$ cat config.mk
export PLATFORM = sky130hd
export DESIGN_NAME = watch_set_ctrl
export DESIGN_NICKNAME = d
export VERILOG_FILES = /design/src/rtl/watch_pkg.sv /design/src/rtl/watch_set_ctrl_bcd2.sv /design/src/rtl/watch_set_ctrl.sv
export SDC_FILE = /design/constraint.sdc
export NUM_CORES = 1
export LEC_CHECK = 0
export CORE_MARGIN = 2
export CORE_UTILIZATION = 46
export CTS_CLUSTER_SIZE = 30
export DETAILED_ROUTE_END_ITERATION = 12
export GPL_TIMING_DRIVEN = 0
export PLACE_DENSITY = 0.67
export SYNTH_ARGS = -nofsm -noshare
export SYNTH_HDL_FRONTEND = slang
export SYNTH_SLANG_ARGS = --single-unit
$ cat constraint.sdc
create_clock -name clk_i -period 6.4 [get_ports clk_i]
set_clock_uncertainty 0.15 [all_clocks]
set_input_delay 1.28 -clock clk_i [delete_from_list [all_inputs] [get_ports clk_i]]
set_output_delay 1.28 -clock clk_i [all_outputs]
set_load 0.05 [all_outputs]
$ cat src/rtl/watch_pkg.sv
// Shared types and constants for the watch
// timekeeping and time-setting controller.
package watch_pkg;

  typedef enum logic [1:0] {
    RUN   = 2'd0,
    SET_H = 2'd1,
    SET_M = 2'd2,
    SET_S = 2'd3
  } watch_state_t;

  localparam logic [3:0] BLANK_DIGIT = 4'hF;
  localparam logic [7:0] H_MAX       = 8'h23;
  localparam logic [7:0] MS_MAX      = 8'h59;

endpackage

$ cat src/rtl/watch_set_ctrl_bcd2.sv
// Two-digit BCD field counter with wrap at MAX,
// clear, and a registered blankable display copy.
import watch_pkg::*;

module bcd2_counter #(
  parameter logic [7:0] MAX = 8'h59
)(
  input  logic       clk_i,
  input  logic       a_reset_i,
  input  logic       inc_i,
  input  logic       clr_i,
  input  logic       blank_i,
  output logic [3:0] tens_o,
  output logic [3:0] ones_o,
  output logic       carry_o
);

  logic [3:0] r_tens;
  logic [3:0] r_ones;
  logic [3:0] w_tens;
  logic [3:0] w_ones;

  // next field value: clear beats increment, wrap at MAX
  always_comb begin
    w_tens  = r_tens;
    w_ones  = r_ones;
    carry_o = 1'b0;
    if (clr_i) begin
      w_tens = 4'd0;
      w_ones = 4'd0;
    end else if (inc_i) begin
      if ({r_tens, r_ones} == MAX) begin
        w_tens  = 4'd0;
        w_ones  = 4'd0;
        carry_o = 1'b1;
      end else if (r_ones == 4'd9) begin
        w_ones = 4'd0;
        w_tens = r_tens + 4'd1;
      end else begin
        w_ones = r_ones + 4'd1;
      end
    end
  end

  // stored time plus display copy, both updated together
  always_ff @(posedge clk_i or negedge a_reset_i) begin
    if (!a_reset_i) begin
      r_tens <= 4'd0;
      r_ones <= 4'd0;
      tens_o <= 4'd0;
      ones_o <= 4'd0;
    end else begin
      r_tens <= w_tens;
      r_ones <= w_ones;
      tens_o <= blank_i ? BLANK_DIGIT : w_tens;
      ones_o <= blank_i ? BLANK_DIGIT : w_ones;
    end
  end

endmodule

$ cat src/rtl/watch_set_ctrl.sv
// Watch controller: hh:mm:ss timekeeping, MODE/INC
// set sequence with timeout, and 1 Hz field blink.
module watch_set_ctrl
  import watch_pkg::*;
#(
  parameter int unsigned TIMEOUT_S = 10
)(
  input  logic       clk_i,
  input  logic       a_reset_i,
  input  logic       tick_2hz_i,
  input  logic       btn_mode_i,
  input  logic       btn_inc_i,
  output logic [3:0] h_t_o,
  output logic [3:0] h_o_o,
  output logic [3:0] m_t_o,
  output logic [3:0] m_o_o,
  output logic [3:0] s_t_o,
  output logic [3:0] s_o_o,
  output logic [1:0] mode_o,
  output logic       edit_o
);

  localparam logic [7:0] TO_LAST = 8'(TIMEOUT_S - 1);

  logic         r_rst_meta;
  logic         r_rst_n;
  logic         r_mode_q;
  logic         r_inc_q;
  logic         r_half;
  logic         r_blink;
  logic         r_edit;
  logic [7:0]   r_to;
  watch_state_t r_state;
  watch_state_t w_state_nxt;

  logic w_mode_edge;
  logic w_inc_raw;
  logic w_inc_edge;
  logic w_any_edge;
  logic w_in_set;
  logic w_run;
  logic w_sec;
  logic w_adv;
  logic w_to_hit;
  logic w_leave;
  logic w_blink_nxt;
  logic w_edit_nxt;
  logic w_blank_h;
  logic w_blank_m;
  logic w_blank_s;
  logic w_s_carry;
  logic w_m_carry;
  logic w_unused_h_carry;
  logic w_s_inc;
  logic w_s_clr;
  logic w_m_inc;
  logic w_h_inc;

  assign w_mode_edge = btn_mode_i & ~r_mode_q;
  assign w_inc_raw   = btn_inc_i & ~r_inc_q;
  assign w_inc_edge  = w_inc_raw & ~w_mode_edge;
  assign w_any_edge  = w_mode_edge | w_inc_raw;
  assign w_in_set    = (r_state != RUN);
  assign w_run       = (r_state == RUN);
  assign w_sec       = tick_2hz_i & r_half;
  assign w_adv       = w_run & w_sec;
  assign w_to_hit    = w_in_set & w_sec & ~w_inc_edge
                     & (r_to == TO_LAST);
  assign w_leave     = w_in_set & (w_state_nxt == RUN);

  assign w_s_inc = w_adv;
  assign w_s_clr = (r_state == SET_S) & w_inc_edge;
  assign w_m_inc = (w_run & w_s_carry)
                 | ((r_state == SET_M) & w_inc_edge);
  assign w_h_inc = (w_run & w_m_carry)
                 | ((r_state == SET_H) & w_inc_edge);

  assign mode_o = r_state;
  assign edit_o = r_edit;

  // async assert, clocked release of the internal reset
  always_ff @(posedge clk_i or negedge a_reset_i) begin
    if (!a_reset_i) begin
      r_rst_meta <= 1'b0;
      r_rst_n    <= 1'b0;
    end else begin
      r_rst_meta <= 1'b1;
      r_rst_n    <= r_rst_meta;
    end
  end

  // button level history for rising-edge detection
  always_ff @(posedge clk_i or negedge r_rst_n) begin
    if (!r_rst_n) begin
      r_mode_q <= 1'b0;
      r_inc_q  <= 1'b0;
    end else begin
      r_mode_q <= btn_mode_i;
      r_inc_q  <= btn_inc_i;
    end
  end

  // state register
  always_ff @(posedge clk_i or negedge r_rst_n) begin
    if (!r_rst_n) begin
      r_state <= RUN;
    end else begin
      r_state <= w_state_nxt;
    end
  end

  // next state: timeout to RUN dominates a MODE step
  always_comb begin
    w_state_nxt = r_state;
    if (w_to_hit) begin
      w_state_nxt = RUN;
    end else if (w_mode_edge) begin
      unique case (r_state)
        RUN:     w_state_nxt = SET_H;
        SET_H:   w_state_nxt = SET_M;
        SET_M:   w_state_nxt = SET_S;
        default: w_state_nxt = RUN;
      endcase
    end
  end

  // blink phase and field-blank selects for next cycle
  always_comb begin
    w_blink_nxt = r_blink;
    w_blank_h   = 1'b0;
    w_blank_m   = 1'b0;
    w_blank_s   = 1'b0;
    w_edit_nxt  = (w_state_nxt != RUN);
    if (w_state_nxt == RUN) begin
      w_blink_nxt = 1'b0;
    end else if (w_in_set && w_inc_edge) begin
      w_blink_nxt = 1'b0;
    end else if (tick_2hz_i) begin
      w_blink_nxt = ~r_blink;
    end
    unique case (w_state_nxt)
      SET_H:   w_blank_h = w_blink_nxt;
      SET_M:   w_blank_m = w_blink_nxt;
      SET_S:   w_blank_s = w_blink_nxt;
      default: ;
    endcase
  end

  // half-second phase, blink phase and edit flag
  always_ff @(posedge clk_i or negedge r_rst_n) begin
    if (!r_rst_n) begin
      r_half  <= 1'b0;
      r_blink <= 1'b0;
      r_edit  <= 1'b0;
    end else begin
      if (w_leave) begin
        r_half <= 1'b0;
      end else if (tick_2hz_i) begin
        r_half <= ~r_half;
      end
      r_blink <= w_blink_nxt;
      r_edit  <= w_edit_nxt;
    end
  end

  // idle-seconds counter for the SET timeout
  always_ff @(posedge clk_i or negedge r_rst_n) begin
    if (!r_rst_n) begin
      r_to <= 8'd0;
    end else if (w_any_edge || w_to_hit || !w_in_set) begin
      r_to <= 8'd0;
    end else if (w_sec) begin
      r_to <= r_to + 8'd1;
    end
  end

  bcd2_counter #(.MAX(MS_MAX)) u_sec (
    .clk_i     (clk_i),
    .a_reset_i (r_rst_n),
    .inc_i     (w_s_inc),
    .clr_i     (w_s_clr),
    .blank_i   (w_blank_s),
    .tens_o    (s_t_o),
    .ones_o    (s_o_o),
    .carry_o   (w_s_carry)
  );

  bcd2_counter #(.MAX(MS_MAX)) u_min (
    .clk_i     (clk_i),
    .a_reset_i (r_rst_n),
    .inc_i     (w_m_inc),
    .clr_i     (1'b0),
    .blank_i   (w_blank_m),
    .tens_o    (m_t_o),
    .ones_o    (m_o_o),
    .carry_o   (w_m_carry)
  );

  bcd2_counter #(.MAX(H_MAX)) u_hr (
    .clk_i     (clk_i),
    .a_reset_i (r_rst_n),
    .inc_i     (w_h_inc),
    .clr_i     (1'b0),
    .blank_i   (w_blank_h),
    .tens_o    (h_t_o),
    .ones_o    (h_o_o),
    .carry_o   (w_unused_h_carry)
  );

endmodule

### Yosys cells after proc, flatten, opt, wreduce, memory -nomap -nowiden

Index checks and enable logic that the tools add are counted.

| word-level totals | value |
|---|---|
| flip-flop bits (word level) | 65 |
| output and inout port bits | 27 |
| logic and storage cells | 118 |

| cells by class | value |
|---|---|
| add/sub/neg operators | 7 |
| eq/ne operators | 13 |
| multiplexer cells | 44 |
| bitwise logic cells | 23 |
| reduce and logical (&&, ||, !) cells | 10 |

Operators with widths:

| kind | number |
|---|---|
| 2-to-1 mux 4 bit | 26 |
| adder 4 x 1 -> 4 bit, second input constant | 6 |
| == test 8 x 7 -> 1 bit, second input constant | 2 |
| 2-to-1 mux 8 bit | 2 |
| AND 1 bit | 14 |
| 2-to-1 mux 1 bit | 13 |
| == test 4 bit, second input constant | 3 |
| adder 8 x 1 -> 8 bit, second input constant | 1 |
| == test 2 bit, second input constant | 4 |
| == test 8 x 4 -> 1 bit, second input constant | 1 |
| == test 8 x 6 -> 1 bit, second input constant | 1 |
| nonzero test 2 bit | 4 |
| inverter 1 bit | 6 |
| one-hot mux 2 bit (3 select lines) | 1 |
| == test 2 x 1 -> 1 bit, second input constant | 2 |
| zero test 2 bit | 2 |
| 2-to-1 mux 2 bit | 2 |
| OR 1 bit | 3 |
| logical OR 1 bit | 2 |
| logical AND 1 bit | 1 |
| zero test 1 bit | 1 |

### Longest topological paths before layout

Gate-level depths: netlist of run 1.

| logic depth | value |
|---|---|
| depth after elaboration | 13 |
| depth in mapped cells | 9 |
| mapped depth without buffers | 8 |

### By module

A second synthesis of run 1 with hierarchy kept.

| unflattened totals | value |
|---|---|
| cell total of the unflattened synthesis | 284 |
| area, all modules | 3,165.5 µm² |

Modules (own cells, without submodules):

| module | times used | cells each | area each (µm²) | seq. area each (µm²) |
|---|---|---|---|---|
| bcd2_counter (u_min ...) | 2 | 64 | 714.4 | 400.4 |
| watch_set_ctrl | 1 | 88 | 948.4 | 425.4 |
| bcd2_counter (u_hr) | 1 | 68 | 788.3 | 400.4 |

### Worst setup path after synthesis of run 1

No wires, ideal clock.

| timing | value |
|---|---|
| path type | input -> register |
| from | in btn_inc_i |
| to | reg u_min.tens_o[3] |
| setup time | 0.124 ns |
| arrival time | 2.760 ns |
| data required time | 6.126 ns |
| setup slack | 3.366 ns |
| cell stages on the path | 8 |
| path through | nor2b_1 and3_1 buf_2 o31a_1 buf_6 nor3b_2 mux2_1 nand2b_1 |

| between the ends | value |
|---|---|
| elaborated cells between the ends (all ways) | 19 |

RTL lines:

| item | line | source |
|---|---|---|
| start, declared | watch_set_ctrl.sv:12 | `input logic btn_inc_i,` |
| AND 1 bit (*) | watch_set_ctrl.sv:60 | `assign w_inc_raw = btn_inc_i & ~r_inc_q;` |
| AND 1 bit (*) | watch_set_ctrl.sv:61 | `assign w_inc_edge = w_inc_raw & ~w_mode_edge;` |
| AND 1 bit | watch_set_ctrl.sv:72 | `assign w_s_clr = (r_state == SET_S) & w_inc_edge;` |
| 2-to-1 mux 1 bit | watch_set_ctrl_bcd2.sv:28 | `if (clr_i) begin` |
| AND 1 bit | watch_set_ctrl.sv:73 | `assign w_m_inc = (w_run & w_s_carry)` |
| OR 1 bit (*) | watch_set_ctrl.sv:74 | `\| ((r_state == SET_M) & w_inc_edge);` |
| 2-to-1 mux 4 bit (*) | watch_set_ctrl_bcd2.sv:31 | `end else if (inc_i) begin` |
| net u_min.w_tens[3] | watch_set_ctrl_bcd2.sv:20 | `logic [3:0] w_tens;` |
| 2-to-1 mux 4 bit (*) | watch_set_ctrl_bcd2.sv:55 | `tens_o <= blank_i ? BLANK_DIGIT : w_tens;` |
| end signal, assigned | watch_set_ctrl_bcd2.sv:55 |  |
| end, declared | watch_set_ctrl_bcd2.sv:13 | `output logic [3:0] tens_o,` |

Mark *: on every way through the listed nets, which the timed path passes. The rest lies on a longest branch.
A chain may end at the register's enable or synchronous reset.

### Final worst setup path of run 1

Ends and elaborated chain as after synthesis.

==> reports/qor.txt, run 1 <==
global route total overflow = 0
RSZ-0062 raised after global routing = false
Worst setup EP type = flop
die width = 85.0 µm
Required @ worst endpoint = 6470 ps
Util after Layout = 0.576
largest net degree at the start of global routing = 36
Synth top area share = 0.539
number of global-route vias before repair = 2,141
Post-Synthesis Cells = 276
Distinct cells, synth = 53
area leader, netlist = dfrtp_1
first-pass GRT wire length = 9670 µm
gpl congestion = 0.764
post-synthesis async set-or-reset flop share = 1.00
Rel. slew slack = 0.576
combinational group share of total power = 0.418
IO Count = 32
# diodes = 0
gr usage total = 0.169
sequential share of the synthesized area = 0.539
Detailed Routing Iterations Pass 1 = 4
HPWL after DPL = 3660 µm
RR Startpoint = mode_o[0]
TritonCTS Buffers = 9
Max-Cap Viols = 0
Post-Route WL = 5250 µm
wire per inst = 13.1 µm
P_int = 0.978 mW
postcts setup bufs = 0
outcome = finished clean
Post-layout nets = 342
Final Slew Violations = 0
synthesized area per cell = 10.9 µm²
Mapped Area = 3020 µm²
LEAKAGE = 1.71 nW
vias = 2,076
Resize count post-CTS = 0
Antenna Violating Nets Remaining = 0
Setup Viol. Count Final = 0
Worst Reg-to-Reg Cells = 8
Fmax = 303 MHz
synth cell count leaders = dfrtp_1 (65), nor2_1 (28), ha_1 (18)
Reg power frac = 0.364
worst min path class = reg -> async
initial antenna violation count = 0
number of synthesized register bits = 65
total die area = 7230 µm²
Area Overhead vs Synth = 21.1%
clock transition at the registers of the reported paths = 70 ps
fraction of the cycle the final worst path needs = 0.516
DR iter-0 viols = 73
Post-synth EDFFs = 0
clk_lat worst skew = 340 ps
share of layout cells above drive strength 1 = 0.0957
Core ar. = 6350 µm²
Core Rows = 29
maximum clock path buffer count = 2
routed vias/inst = 5.18
Synthesized Nets = 299
CTS Sinks = 65
yosys warns = 0
Initial Util = 0.475
Layout Cells excl Fill = 401
cts hold-fix bufs = 0
NetSw = 0.674 mW
htree depth = 3
TritonCTS clock tree = built
Die Span Y = 85.0 µm
IO buf count = 31
Clk pwr share = 0.218
power per cell area = 452 nW/µm²
Placed Cells incl. Taps = 385
maximum VDD drop = 0.245 mV
cell with the most instances after synthesis = dfrtp_1
Post-Route Setup TNS = 0 ps
crit path launch = btn_inc_i
WP data arrival = 3370 ps
Filler cells = 537
worst-path fanout max = 10
clk root buf = clkbuf_8
Hold Vio Cnt, Final = 0
Setup CP Type = in -> reg
actual slew at the worst max-slew pin = 635 ps
top_reg_cell synth = dfrtp_1
net switching fraction of the power = 0.408
minimum clock period = 3300 ps
ranking of synthesized cells by area = dfrtp_1 (54%), ha_1 (7.5%), nor2_1 (3.5%)
worst hold slack = 143 ps
DRC viols = 0
CP Launch Type = input pin
## registers in the layout, summed over array words and instances, names as in the netlist
name	flops
u_hr.tens_o	4
u_sec.ones_o	4
r_rst_n	1
r_to	8
r_inc_q	1
edit_o	1
mode_o	2
u_min.tens_o	4
u_sec.r_tens	4
u_hr.r_ones	4
u_min.r_tens	4
r_blink	1
u_min.r_ones	4
r_rst_meta	1
r_half	1
r_mode_q	1
u_min.ones_o	4
u_sec.tens_o	4
u_hr.ones_o	4
u_hr.r_tens	4
u_sec.r_ones	4
## power groups by stage
stage | Sequential (mW) | Clock [mW] | Combinational [mW]
after floorplan | 0.855 | 0 | 0.233
after global placement | 0.610 | 0 | 0.682
after detailed placement | 0.611 | 0 | 0.697
after CTS | 0.603 | 0.369 | 0.700
after global routing | 0.619 | 0.386 | 0.755
final | 0.602 | 0.360 | 0.690
## per-stage QoR
step	total power [mW]	instance area (µm²)	setup WS [ps]
floorplan	1.09	3020	3370
global placement	1.29	3430	2730
detailed placement	1.31	3450	2720
CTS	1.67	3650	3080
global route	1.76	3650	2970
finish	1.65	3650	3100
## worst paths after layout
kind / to / slack [ps]
worst max-delay path: u_min.tens_o[3] / 3100
worst min-delay path: u_min.ones_o[1] / 140
worst max register to register: u_min.tens_o[3] / 3800
worst min register to register: u_min.ones_o[1] / 140
max in group asynchronous: r_rst_n / 5020
min in group clk_i: r_rst_n / 210
## cells in the final DEF (no fill, tap or decap), types with 4 or more instances in the layout
master,count
a21oi_1,6
clkbuf_8,12
nor2b_1,6
ha_1,18
nand2b_1,11
o211ai_1,4
mux2i_1,4
nor2_1,28
clkdlybuf4s50_1,31
clkbuf_1,4
inv_1,14
nand3_1,14
o21ai_0,15
nor3_1,5
xor2_1,6
nand4_1,4
nand2_1,17
dfrtp_1,64
o21ai_1,5
xnor2_1,5
## routing by layer
metal  global-route usage  part of all wire  vias to the layer above
li1                     -                 -                     1045
met1                0.221              0.48                      988
met2                0.266              0.46                       31
met3               0.0292             0.029                       12
met4               0.0981             0.028                        0
met5                    0                 0                        -
## cell type report
cell class	count	area, µm²	share of cell area
inverters	14	52.6	0.0144
multi-input cells	193	1320	0.360
clock buffers	14	173	0.0472
well taps	77	96.3	0.0264
plain buffers	4	23.8	0.00650
repair buffers	32	330	0.0904
flip-flops and latches	65	1630	0.445
clock inverters	2	35.0	0.00959
## kinds of logic after synthesis
group / after synthesis / share of synthesized area
simple gates: 111 / 0.210
flops: 65 / 0.539
compound gates: 45 / 0.0928
fa+ha+maj: 18 / 0.0746
buf+inv: 18 / 0.0253
xor+xnor: 11 / 0.0319
mux: 7 / 0.0257
other cells: 1 / 0.00124
## critical path, stage by stage
cell and delay, ps:
clkdlybuf4s50_1 450, nor2b_1 190, and3_1 180, buf_2 180, o31a_1 270, buf_6 140, nor3b_2 190, mux2_1 350
nand2b_1 140
Note: power is estimated with default switching activity, not from simulation.
==> inputs of run 2 (changes only) <==
- PLACE_DENSITY: 0.67 -> 0.7
- clock period: 6.4 -> 2.93 ns (I/O delays scaled with it)
==> run 2 against run 1 <==
  * Register-to-register slack got worse by 3500 ps
  * Sequential share of layout area up 0.57 points
  * Non-clock buffer count unchanged
  * Worst hold slack worse by 34 ps
  * Sequential cell count stayed put
==> reports/qor.txt, run 2 (synthesis results as in run 1) <==
Die Span Y = 85.0 µm (unchanged)
Core Rows = 29 (unchanged)
Area Overhead vs Synth = 19.5%
crit path setup slack, layout = 326 ps (-2770 ps)
pre-CTS setup slack = -26.1 ps (-2750 ps)
CP Launch Type = input pin
crit path capture = u_min.tens_o[3]
IO buf count = 31 (unchanged)
gpl congestion = 0.791 (+3.5%)
RR Startpoint = mode_o[0]
power per cell area = 958 nW/µm² (+110%)
postcts setup bufs = 0 (unchanged)
CP max stage cell = clkdlybuf4s50_1
Detailed Routing Iterations Pass 1 = 4 (unchanged)
Antenna Violating Nets Remaining = 0 (unchanged)
worst hold slack = 110 ps (-33.6 ps)
worst min path class = reg -> async
Resize count post-CTS = 0 (unchanged)
Post-layout nets = 342 (unchanged)
number of global-route vias before repair = 2,030 (-5.2%)
most frequent cells in the layout = dfrtp_1 (64), clkdlybuf4s50_1 (31), nor2_1 (28)
# diodes = 0 (unchanged)
wire per inst = 12.6 µm (-3.8%)
maximum clock path buffer count = 2 (unchanged)
vias = 2,027 (-2.4%)
minimum clock period = 2600 ps
first-pass GRT wire length = 9070 µm (-6.2%)
crit-path cells = clkdlybuf4s50_1, and2_2, nand4_4, o31a_1, buf_6, nor3b_2, mux2_1, nand2b_1
Hold Vio Cnt, Final = 0 (unchanged)
Top reg by flops = r_to
total die area = 7230 µm² (unchanged)
met3 usage = 0.0360 (+0.00681)
htree depth = 3 (unchanged)
actual slew at the worst max-slew pin = 554 ps (-81.0 ps)
Required @ worst endpoint = 2990 ps (-3480 ps)
clk root buf = clkbuf_8
HPWL after DPL = 3510 µm (-4.1%)
GRT busiest layer = met2
share of layout cells above drive strength 1 = 0.0960 (+0.000296)
routed vias/inst = 5.07 (-2.1%)
Core ar. = 6350 µm² (unchanged)
Worst path max stage delay = 530 ps (+80 ps)
Worst Reg-to-Reg Cells = 8 (unchanged)
Post-Route WL = 5040 µm (-4.0%)
worst-path fanout max = 10 (unchanged)
kind of cell adding the most delay to the critical path = simple AND/OR/NAND/NOR gates
clock transition at the registers of the reported paths = 70 ps (about the same)
Reg2Reg Capture Point = u_min.tens_o[3]
CTS Sinks = 65 (unchanged)
critical path buffer and inverter count = 2 (-1)
crit path launch = tick_2hz_i
R2R setup slack = 330 ps (-3470 ps)
Filler cells = 552 (+2.8%)
Worst setup EP type = flop
Design Power = 3.46 mW (+110%)
RSZ-0062 raised after global routing = false
max reg flops = 8 (unchanged)
maximum VDD drop = 0.492 mV (+100%)
gr usage total = 0.158 (-0.0113)
Setup CP Type = in -> reg
Worst path depth = 8 (-1)
cts hold-fix bufs = 0 (unchanged)
Initial Util = 0.475 (unchanged)
global route total overflow = 0 (unchanged)
Post-Route Setup TNS = 0 ps (unchanged)
clk_lat worst skew = 330 ps (about the same)
Setup Viol. Count Final = 0 (unchanged)
largest net degree at the start of global routing = 40 (+11%)
TritonCTS clock tree = built
LEAKAGE = 1.69 nW (-1.0%)
DR iter-0 viols = 54 (-26%)
outcome = finished clean
DRC viols = 0 (unchanged)
TritonCTS Buffers = 9 (unchanged)
Fmax = 384 MHz
WP data arrival = 2660 ps (-710 ps)
Max-Cap Viols = 0 (unchanged)
initial antenna violation count = 0 (unchanged)
fraction of the cycle the final worst path needs = 0.889
IO Count = 32 (unchanged)
commonest non-fill, non-tap cell in the layout = dfrtp_1
die width = 85.0 µm (unchanged)
M2 GR Usage = 0.246 (-0.0199)
met1 usage = 0.211 (-0.0104)
Rel. slew slack = 0.630 (+0.0540)
Final Slew Violations = 0 (unchanged)
==> run 2: changes by cell type in the layout (fill, tap and decap cells not counted) <==
cell,delta
clkbuf_8,-2
clkinv_2,+3
clkbuf_1,-1
bufinv_16,-1
==> run 2: worst min-delay path by stage <==
stage          startpoint    endpoint  slack, ps  cells after the start
4_1_cts           r_rst_n      r_half        140                      0
3_5_place_dp      r_rst_n     r_to[7]        140                      0
6_report          r_rst_n      r_half        110                      0
5_1_grt           r_rst_n     r_to[0]        180                      0
3_3_place_gp   r_rst_meta     r_rst_n        190                      0
2_1_floorplan   a_reset_i  r_rst_meta        140                      0
==> run 2: report_power, final <==
group / leakage, nW / switching [mW] / internal (mW)
Clock: 0.0887 / 0.321 / 0.320
Combinational: 0.763 / 0.982 / 0.524
Sequential: 0.843 / 0.160 / 1.15
==> run 2: stage by stage <==
step / util / instances / area, µm²
after global routing: 0.568 / 400 / 3610
after CTS: 0.568 / 400 / 3610
after floorplan: - / 276 / 3020
after detailed placement: 0.543 / 385 / 3450
after global placement: 0.540 / 384 / 3430
final: 0.568 / 400 / 3610
==> run 2: metal layers <==
metal	share of wire	wire length, µm
met1	0.50	2510
met2	0.45	2290
met3	0.028	139
met4	0.020	99
met5	0	0
==> run 2: final cells by class <==
cell class                      instances  area, µm²  area share
Buffer                                  4       23.8     0.00659
Clock buffer                           11        141      0.0392
Clock inverter                          4       20.0     0.00555
Inverter                               14       52.6      0.0146
Multi-Input combinational cell        193       1320       0.365
Sequential cell                        65       1630       0.451
Tap cell                               77       96.3      0.0267
Timing Repair Buffer                   32        330      0.0915
==> inputs of run 3 (changes only) <==
- CELL_PAD_IN_SITES_DETAIL_PLACEMENT: unset -> 1
- CELL_PAD_IN_SITES_GLOBAL_PLACEMENT: unset -> 2
- CORE_UTILIZATION: 46 -> 33
- PLACE_DENSITY: 0.7 -> unset
- PLACE_DENSITY_LB_ADDON: unset -> 0.1
==> run 3 against run 2 <==
  * Setup slack got worse by 77 ps
  * Highest routed layer unchanged
  * Cell area rose by 2.5%
  * Sequential cell count did not move
  * Critical path depth did not move
  * Die area rose by 37%
  * Register-to-register slack got worse by 80 ps
==> reports/qor.txt, run 3 (synthesis results as in run 1) <==
Core ar. = 8810 µm² (+39%)
kind of cell adding the most delay to the critical path = simple AND/OR/NAND/NOR gates
global route total overflow = 0 (unchanged)
combinational group share of total power = 0.409 (-0.027)
routed vias/inst = 4.91 (-3.1%)
Core Rows = 34 (+17%)
Fmax = 373 MHz (-2.9%)
actual slew at the worst max-slew pin = 811 ps (+257 ps)
Setup Viol. Count Final = 0 (unchanged)
Antenna Violating Nets Remaining = 0 (unchanged)
Final Slew Violations = 0 (unchanged)
P_int = 2.17 mW (+9.1%)
IO Count = 32 (unchanged)
Worst setup EP type = flop
Reg power frac = 0.357 (-0.022)
CP Launch Type = flop
DR iter-0 viols = 34 (-37%)
gr usage total = 0.140 (-0.0185)
WP data arrival = 2750 ps (+90 ps)
power per cell area = 1000 nW/µm² (+4.6%)
outcome = finished clean
LEAKAGE = 1.70 nW (+0.40%)
RR Startpoint = mode_o[0]
wire per inst = 14.2 µm (+13%)
# diodes = 0 (unchanged)
share of layout cells above drive strength 1 = 0.0991 (+0.00310)
CTS Sinks = 65 (unchanged)
NetSw = 1.53 mW (+4.6%)
Detailed Routing Iterations Pass 1 = 4 (unchanged)
commonest non-fill, non-tap cell in the layout = dfrtp_1
Placed Cells incl. Taps = 415 (+7.8%)
gpl congestion = 0.715 (-9.6%)
initial antenna violation count = 0 (unchanged)
clk root buf = clkbuf_8
Filler cells = 973 (+76%)
Reg2Reg Capture Point = u_min.tens_o[3]
net switching fraction of the power = 0.413 (-0.0101)
number of global-route vias before repair = 2,208 (+8.8%)
Rel. slew slack = 0.459 (-0.171)
RSZ-0062 raised after global routing = false
largest net degree at the start of global routing = 64 (+60%)
Required @ worst endpoint = 3000 ps (about the same)
Layout Cells excl Fill = 431 (+7.8%)
maximum clock path buffer count = 2 (unchanged)
worst min path class = reg -> reg
Max-Cap Viols = 0 (unchanged)
Worst Reg-to-Reg Cells = 8 (unchanged)
worst hold path endpoint = r_rst_n
Worst Hold Path Cells = 0
Die Span Y = 99.7 µm (+17%)
worst hold slack = 221 ps (+111 ps)
minimum clock period = 2680 ps (+77.4 ps)
min-delay src = r_rst_meta
Post-Route WL = 6120 µm (+22%)
CP max stage cell = dfrtp_1
Worst path depth = 8 (unchanged)
Clk pwr share = 0.234 (+0.049)
max reg flops = 8 (unchanged)
Resize count post-CTS = 0 (unchanged)
maximum VDD drop = 0.409 mV (-17%)
TritonCTS Buffers = 9 (unchanged)
clock transition at the registers of the reported paths = 70 ps (about the same)
DRC viols = 0 (unchanged)
postcts setup bufs = 0 (unchanged)
R2R setup slack = 250 ps (-80 ps)
Initial Util = 0.343 (-0.133)
htree depth = 3 (unchanged)
HPWL after DPL = 4290 µm (+22%)
Setup CP Type = reg -> reg
Worst path max stage delay = 450 ps (-80 ps)
first-pass GRT wire length = 10,800 µm (+19%)
Top reg by flops = r_to
crit-path cells = inv_1, ha_1, nand4_4, o31a_1, buf_6, nor3b_2, mux2_1, nand2b_1
vias = 2,117 (+4.4%)
Post-layout nets = 341 (-0.29%)
worst-path fanout max = 10 (unchanged)
most frequent cells in the layout = dfrtp_1 (64), clkdlybuf4s50_1 (31), nor2_1 (28)
IO buf count = 31 (unchanged)
critical path buffer and inverter count = 2 (unchanged)
die width = 99.7 µm (+17%)
TritonCTS clock tree = built
clk_lat worst skew = 340 ps (about the same)
Area Overhead vs Synth = 22.5%
Hold Vio Cnt, Final = 0 (unchanged)
fraction of the cycle the final worst path needs = 0.915 (+0.0264)
total die area = 9930 µm² (+37%)
cts hold-fix bufs = 0 (unchanged)
==> run 3: cell count changes in the layout (fill, tap and decap cells not counted), sizes merged <==
cell,before,now
clkinvlp,0,3
clkinv,4,1
bufinv,0,2
clkbuf,13,12
buf,3,2
==> run 3: worst reg2reg max path, cell delays in order (launching register included) <==
cell and delay (ps):
dfrtp_1 450, inv_1 130, ha_1 380, nand4_4 260
o31a_1 360, buf_6 150, nor3b_2 190, mux2_1 360
nand2b_1 150
==> run 3: area by class of cell <==
type,count,area [µm²],share of cell area
buffer,4,23.8,0.00643
timing repair buffer,31,310,0.0839
clock buffer,10,138,0.0372
sequential,65,1630,0.441
inverter,14,52.6,0.0142
tap,108,135,0.0365
clock inverter,6,91.3,0.0247
multi-input combinational,193,1320,0.356
==> run 3: worst max path at each step <==
| stage | startpoint | to | slack [ps] |
|---|---|---|---|
| 2_1_floorplan | mode_o[0] | u_min.tens_o[3] | 340 |
| 3_3_place_gp | tick_2hz_i | u_min.tens_o[3] | -80 |
| 3_5_place_dp | tick_2hz_i | u_hr.ones_o[3] | -120 |
| 4_1_cts | mode_o[0] | u_min.tens_o[3] | 220 |
| 5_1_grt | mode_o[0] | u_min.tens_o[3] | 0.05 |
| 6_report | mode_o[0] | u_min.tens_o[3] | 250 |
==> run 3: power by group through the flow <==
stage | clock network, mW | registers, mW | logic, mW
2_1_floorplan | 0 | 1.87 | 0.510
3_3_place_gp | 0 | 1.34 | 1.52
3_5_place_dp | 0 | 1.35 | 1.53
4_1_cts | 0.899 | 1.33 | 1.54
5_1_grt | 0.945 | 1.37 | 1.65
6_report | 0.866 | 1.32 | 1.52
==> run 3: routing by layer <==
metal	vias to the layer above	GRT usage	share of wire
li1	1032	-	-
met1	1044	0.183	0.50
met2	33	0.222	0.46
met3	8	0.0464	0.033
met4	0	0.0379	0.011
met5	-	0	0
==> run 3: per-stage QoR <==
stage	instance area, µm²	power (mW)	setup WS, ps	setup TNS [ps]	util
2_1_floorplan	3020	2.38	337	0	-
3_3_place_gp	3460	2.86	-75.6	-2450	0.393
3_5_place_dp	3470	2.88	-118	-532	0.394
4_1_cts	3700	3.77	216	0	0.420
5_1_grt	3700	3.96	0.0495	0	0.420
6_report	3700	3.71	249	0	0.420
